## src/rtl/operand_collector_unit_pkg.sv

```systemverilog
// operand_collector_unit_pkg: shared encodings for the operand collector slot.
package operand_collector_unit_pkg;
    localparam int NUM_OPERAND = 3;
    localparam int DEPTH_WARP  = 3;

    typedef enum logic [1:0] {
        OP_EMPTY   = 2'd0,
        OP_PENDING = 2'd1,
        OP_ISSUED  = 2'd2,
        OP_READY   = 2'd3
    } op_status_e;

    typedef enum logic [1:0] {
        S_IDLE    = 2'd0,
        S_COLLECT = 2'd1,
        S_OUTPUT  = 2'd2
    } unit_state_e;
endpackage

```

## src/rtl/operand_collector_unit_slot.sv

```systemverilog
// operand_collector_unit_slot: status tracking and data capture for one source operand.
module operand_collector_unit_slot
    import operand_collector_unit_pkg::*;
#(
    parameter int NUM_THREAD = 8
) (
    input  logic                    clk,
    input  logic                    rst_n,
    input  logic                    load_i,
    input  logic                    clear_i,
    input  logic                    need_i,
    input  logic                    isvec_i,
    output logic                    req_valid_o,
    input  logic                    req_ready_i,
    input  logic                    rsp_valid_i,
    input  logic [NUM_THREAD*32-1:0] rsp_data_i,
    output logic                    ready_o,
    output logic [NUM_THREAD*32-1:0] data_o
);
    op_status_e               status_q, status_d;
    logic                     req_q, req_d;
    logic [NUM_THREAD*32-1:0] data_q, data_d;

    always_comb begin
        status_d = status_q;
        req_d    = req_q;
        data_d   = data_q;
        if (load_i) begin
            status_d = need_i ? OP_PENDING : OP_READY;
            req_d    = need_i;
            data_d   = '0;
        end else if (clear_i) begin
            status_d = OP_EMPTY;
        end else if (status_q == OP_PENDING && req_q && req_ready_i) begin
            status_d = OP_ISSUED;
            req_d    = 1'b0;
        end else if (status_q == OP_ISSUED && rsp_valid_i) begin
            // scalar reads only return lane 0; broadcast it across the vector
            status_d = OP_READY;
            data_d   = isvec_i ? rsp_data_i : {NUM_THREAD{rsp_data_i[31:0]}};
        end
    end

    always_ff @(posedge clk or negedge rst_n) begin
        if (!rst_n) begin
            status_q <= OP_EMPTY;
            req_q    <= 1'b0;
            data_q   <= '0;
        end else begin
            status_q <= status_d;
            req_q    <= req_d;
            data_q   <= data_d;
        end
    end

    assign req_valid_o = req_q;
    assign ready_o     = (status_q == OP_READY);
    assign data_o      = data_q;
endmodule

```

## src/rtl/operand_collector_unit.sv

```systemverilog
// operand_collector_unit: one collector slot - accepts an instruction, reads up to
// three operands from the register files, then hands the full set to dispatch.
module operand_collector_unit
    import operand_collector_unit_pkg::*;
#(
    parameter int NUM_THREAD = 8,
    parameter int NUM_BANK   = 4,
    parameter int CTRL_W     = 128,
    parameter int ADDR_W     = 10,
    parameter int WID_W      = DEPTH_WARP,
    parameter int BANK_W     = $clog2(NUM_BANK),
    parameter int DW         = NUM_THREAD * 32
) (
    input  logic                          clk,
    input  logic                          rst_n,
    input  logic                          in_valid_i,
    output logic                          in_ready_o,
    input  logic [WID_W-1:0]              in_wid_i,
    input  logic [CTRL_W-1:0]             in_ctrl_i,
    input  logic [NUM_OPERAND-1:0]        in_need_i,
    input  logic [NUM_OPERAND-1:0]        in_isvec_i,
    input  logic [NUM_OPERAND*ADDR_W-1:0] in_addr_i,
    output logic [NUM_OPERAND-1:0]        rd_req_valid_o,
    output logic [NUM_OPERAND-1:0]        rd_req_isvec_o,
    output logic [NUM_OPERAND*ADDR_W-1:0] rd_req_addr_o,
    output logic [NUM_OPERAND*BANK_W-1:0] rd_req_bank_o,
    input  logic [NUM_OPERAND-1:0]        rd_req_ready_i,
    input  logic [NUM_OPERAND-1:0]        rd_rsp_valid_i,
    input  logic [NUM_OPERAND*DW-1:0]     rd_rsp_data_i,
    output logic                          out_valid_o,
    input  logic                          out_ready_i,
    output logic [WID_W-1:0]              out_wid_o,
    output logic [CTRL_W-1:0]             out_ctrl_o,
    output logic [NUM_OPERAND*DW-1:0]     out_op_o,
    output logic                          busy_o,
    output logic [WID_W-1:0]              busy_wid_o
);
    unit_state_e                   state_q, state_d;
    logic                          out_valid_q, out_valid_d;
    logic [WID_W-1:0]              wid_q;
    logic [CTRL_W-1:0]             ctrl_q;
    logic [NUM_OPERAND*ADDR_W-1:0] addr_q;
    logic [NUM_OPERAND-1:0]        isvec_q;
    logic [NUM_OPERAND-1:0]        op_ready;
    logic                          accept, done;

    assign accept = in_valid_i && (state_q == S_IDLE);
    assign done   = out_valid_q && out_ready_i;

    // out_valid is registered, so a no-operand instruction sees it one cycle after entering OUTPUT
    always_comb begin
        state_d     = state_q;
        out_valid_d = 1'b0;
        case (state_q)
            S_IDLE: if (accept) state_d = (in_need_i == '0) ? S_OUTPUT : S_COLLECT;
            S_COLLECT: if (&op_ready) begin
                state_d     = S_OUTPUT;
                out_valid_d = 1'b1;
            end
            S_OUTPUT: begin
                state_d     = done ? S_IDLE : S_OUTPUT;
                out_valid_d = !done;
            end
            default: state_d = S_IDLE;
        endcase
    end

    always_ff @(posedge clk or negedge rst_n) begin
        if (!rst_n) begin
            state_q     <= S_IDLE;
            out_valid_q <= 1'b0;
            wid_q       <= '0;
            ctrl_q      <= '0;
            addr_q      <= '0;
            isvec_q     <= '0;
        end else begin
            state_q     <= state_d;
            out_valid_q <= out_valid_d;
            if (accept) begin
                wid_q   <= in_wid_i;
                ctrl_q  <= in_ctrl_i;
                addr_q  <= in_addr_i;
                isvec_q <= in_isvec_i;
            end
        end
    end

    for (genvar n = 0; n < NUM_OPERAND; n++) begin : g_op
        operand_collector_unit_slot #(.NUM_THREAD(NUM_THREAD)) u_slot (
            .clk         (clk),
            .rst_n       (rst_n),
            .load_i      (accept),
            .clear_i     (done),
            .need_i      (in_need_i[n]),
            .isvec_i     (isvec_q[n]),
            .req_valid_o (rd_req_valid_o[n]),
            .req_ready_i (rd_req_ready_i[n]),
            .rsp_valid_i (rd_rsp_valid_i[n]),
            .rsp_data_i  (rd_rsp_data_i[n*DW +: DW]),
            .ready_o     (op_ready[n]),
            .data_o      (out_op_o[n*DW +: DW])
        );
        assign rd_req_bank_o[n*BANK_W +: BANK_W] = addr_q[n*ADDR_W +: BANK_W];
    end

    assign in_ready_o     = (state_q == S_IDLE);
    assign busy_o         = (state_q != S_IDLE);
    assign busy_wid_o     = busy_o ? wid_q : '0;
    assign out_valid_o    = out_valid_q;
    assign out_wid_o      = wid_q;
    assign out_ctrl_o     = ctrl_q;
    assign rd_req_isvec_o = isvec_q;
    assign rd_req_addr_o  = addr_q;
endmodule
```

## config.mk

```make
export PLATFORM = sky130hd
export DESIGN_NAME = operand_collector_unit
export DESIGN_NICKNAME = d
export VERILOG_FILES = /design/src/rtl/operand_collector_unit_pkg.sv /design/src/rtl/operand_collector_unit_slot.sv /design/src/rtl/operand_collector_unit.sv
export SDC_FILE = /design/constraint.sdc
export NUM_CORES = 2
export LEC_CHECK = 0
export BUFFER_PORTS_ARGS = -buffer_cell sky130_fd_sc_hd__buf_2
export CELL_PAD_IN_SITES_DETAIL_PLACEMENT = 1
export CELL_PAD_IN_SITES_GLOBAL_PLACEMENT = 1
export CORE_AREA = 2 2 747 749
export DETAILED_ROUTE_END_ITERATION = 8
export DIE_AREA = 0 0 749 751
export PLACE_DENSITY = 0.36
export RECOVER_POWER = 25
export SETUP_SLACK_MARGIN = 0.05
export SLEW_MARGIN = 20
export SYNTH_ARGS = -nofsm -noshare
export SYNTH_HDL_FRONTEND = slang
export SYNTH_SLANG_ARGS = --single-unit
```

## constraint.sdc

```tcl
create_clock -name clk -period 2.4 [get_ports clk]
set_input_delay 0.48 -clock clk [delete_from_list [all_inputs] [get_ports clk]]
set_output_delay 0.48 -clock clk [all_outputs]
set_load 0.02 [all_outputs]
```

==> results.yml <==
layout:
  syn2layout_area_growth_pct: 86.79
  drive_gt1_share_pct: 34.02
  final_common_cell: "buf_2"
  regArea_um2: 23640
  multi_input_area_um2: 15010
  nNetsFinal: 8137
  layout.cells.non_filler: 14700
  n_fill_cell: 65590
  utilization_pct: 13.62
  most-common-layout-cells: "buf_2, nand2_1, dfrtp_1, dlygate4sd3_1, nor2_1"
clock_network:
  cts_max_level: 4
  clock-sinks: 944
  cts_tree: "yes"
  clkLatencyLatePin_ps: 860
  root_buffer: "clkbuf_16"
  cts_buffers: 146
  path_clk_slew_ps: 60
  cts_buffer_depth: 4
routing:
  ant_nets: 0
  wire_per_inst_um: 27.65
  dr.pass1.iters: 7
  wl_met3_mm: 33.37
  drt-vias-per-instance: 3.279
  drt-total-wl_mm: 406.5
  num_vias: 48210
  top_layer_used: "met5"
  routedLengthMet1_mm: 167.9
  drtIter0Drc: 3992
  route.met2.wl_mm: 191.9
  drc_errors: 0
worst_setup_path:
  cp_max_fo: 7
  start_kind: "register"
  max_stage_delay_ps: 370
  path_buf_inv: 3
  path_cells: "inv_2 > ha_4 > buf_12 > nor2b_1 > buf_4"
  crit_family: "flip-flops"
  cp_slowest_cell: "dfrtp_1"
  required_ps: 1920
  path_class: "reg -> out"
  worstPathArrival_ps: 1850
  cp-end-kind: "output pin"
die:
  dieArea_um2: 562500
  rows: 274
  io_pins: 1892
  initial_core_util_pct: 7.290
  core_area_um2: 554700
  die-height_um: 751
  fp.dieW_um: 749
grt:
  overflow: 0
  grt_max_degree: 78
  grt_usage_pct: 13.74
  grt_pass1_vias: 49700
  grt_pass1_wl_mm: 517.3
  antenna_found_initial: 251
timing:
  worst_slew_pin_slew_ps: 1836
  slew_violations: 14
  timing.max_slew.rel_slack_pct: -22.39
  fin_crit_sh_pct: 97.28
  finalSetupViolCount: 0
  fmax_mhz: 428.3
  rsz0062_at_grt: "true"
  fin_skew_ps: 73.75
  finalHoldViolations: 0
  period_needed_ps: 2335
power:
  ir_worst_vdd_v: 0.0005447
  cellLeakagePower_nw: 33.64
  total_power_mw: 102.1
  p_per_area_nw_per_um2: 1352
synth:
  syn-cell-area_um2: 40440
  yosysSeqAreaShare_pct: 58.42
  synthDistinctLibCells: 28
  ys_seq_elements: 944
  syn_nets: 5244
  syn-instance-count: 4295
  ys_warn_count: 0
  syn_area_per_cell_um2: 9.415
placement:
  port_buffers: 1891
  dpl.cell_count: 13440
  dp_hpwl_mm: 338.0
  place_congestion: 0.9315
worst_hold_path:
  hp-class: "in -> reg"
status:
  failed_checks: "capacitance limit, slew limit"
  run_status: "finished, violations left"
job:
  cap_violations: 1
layout make-up:
cell class / count / area share [%]
inverters: 5 / 0.02816
clock inverters: 53 / 0.9426
multi-input cells: 2951 / 19.87
flip-flops and latches: 944 / 31.29
well taps: 7314 / 12.12
repair buffers: 3140 / 29.80
clock buffers: 203 / 5.641
diodes: 91 / 0.3015
registers in the layout (all words and copies together) (netlist names):
name                     cells
g_op.u_slot.status_q         6
rd_req_isvec_o               3
g_op.u_slot.data_o         768
rd_req_addr_o               30
out_valid_o                  1
out_ctrl_o                 128
state_q                      2
g_op.u_slot.req_valid_o      3
out_wid_o                    3
Yosys cell counts:
cell,number,area [um2]
nand2_1,1367,5131
dfrtp_1,944,23620
nor2_1,675,2534
a311oi_1,672,5886
clkbuf_1,210,788.3
buf_2,131,655.6
a21oi_1,97,485.5
nand2b_1,96,600.6
buf_4,53,397.9
o21ai_0,10,50.05
inv_1,5,18.77
ha_1,4,50.05
nand3_1,4,20.02
nor2b_1,4,25.02
nand4_1,3,18.77
or3_1,3,18.77
a211o_1,2,17.52
and2_1,2,12.51
nor3_1,2,10.01
nor3_2,2,20.02
o31ai_1,2,15.01
a221oi_1,1,8.760
a22oi_1,1,7.510
and4b_1,1,10.01
buf_1,1,3.750
mux2_2,1,11.26
mux2i_1,1,10.01
o211ai_1,1,7.510
worst register-to-register path, cell delays in order, from the launching register on:
cell,delay (ps)
dfrtp_4,460
buf_4,170
buf_12,180
buf_4,250
nand2b_1,550
a311oi_1,500
per-stage QoR:
stage                     instance area [um2]  setup WS (ps)  TNS, ps  hold WS [ps]
after global routing                    75390         -84.75   -493.0         24.61
after detailed placement                61340          17.11        0         456.5
after CTS                               75530         -92.02   -394.3         1.713
after global placement                  61340          49.52        0         455.7
after floorplan                         40440          289.8        0         184.4
final                                   75530          65.31        0         74.02
cells by family (layout without fill, tap and decap cells):
logic type,Yosys count,after routing,share of synthesized area (%)
buf+inv,400,3401,4.610
mux,2,2,0.05260
other cells,0,91,0
fa+ha+maj,4,4,0.1238
simple gates,2159,2159,20.77
compound gates,786,786,16.02
flops,944,944,58.42
per-layer routing:
layer  vias up  global-route usage, %
met4        82                  3.452
met5         -                      0
li1      20850                      -
met1     24480                  17.04
met3       599                  4.204
met2      2198                  23.10
power by group:
group	total, mW	switching, mW	internal (mW)
Sequential	28.8	5.81	23.0
Combinational	50.1	34.9	15.2
Clock	23.2	9.50	13.7
path summary, 6_finish.rpt:
check                              startpoint                    endpoint  slack, ps  cells past startpoint
setup / recovery                   state_q[1]               busy_wid_o[1]         70                      5
hold / removal             rd_rsp_data_i[570]   g_op[2].u_slot.data_o[58]         70                      3
setup reg to reg            rd_req_isvec_o[2]  g_op[2].u_slot.data_o[228]        180                      5
hold reg to reg                out_ctrl_o[81]              out_ctrl_o[81]        460                      2
max in group asynchronous               rst_n  g_op[0].u_slot.data_o[233]        150                      4
min in group asynchronous               rst_n  g_op[1].u_slot.data_o[127]        690                      2
repair_timing:
action | in CTS | in global routing
hold buffers | 899 | 0
hold endpoints to repair | 930 | 0
resized for setup | 27 | 4
buffers inserted | 13 | 3
setup endpoints to repair | 11 | 5
pin swaps | 1 | 1
cloned | 2 | 0
Power figures use the tool's default switching activity.
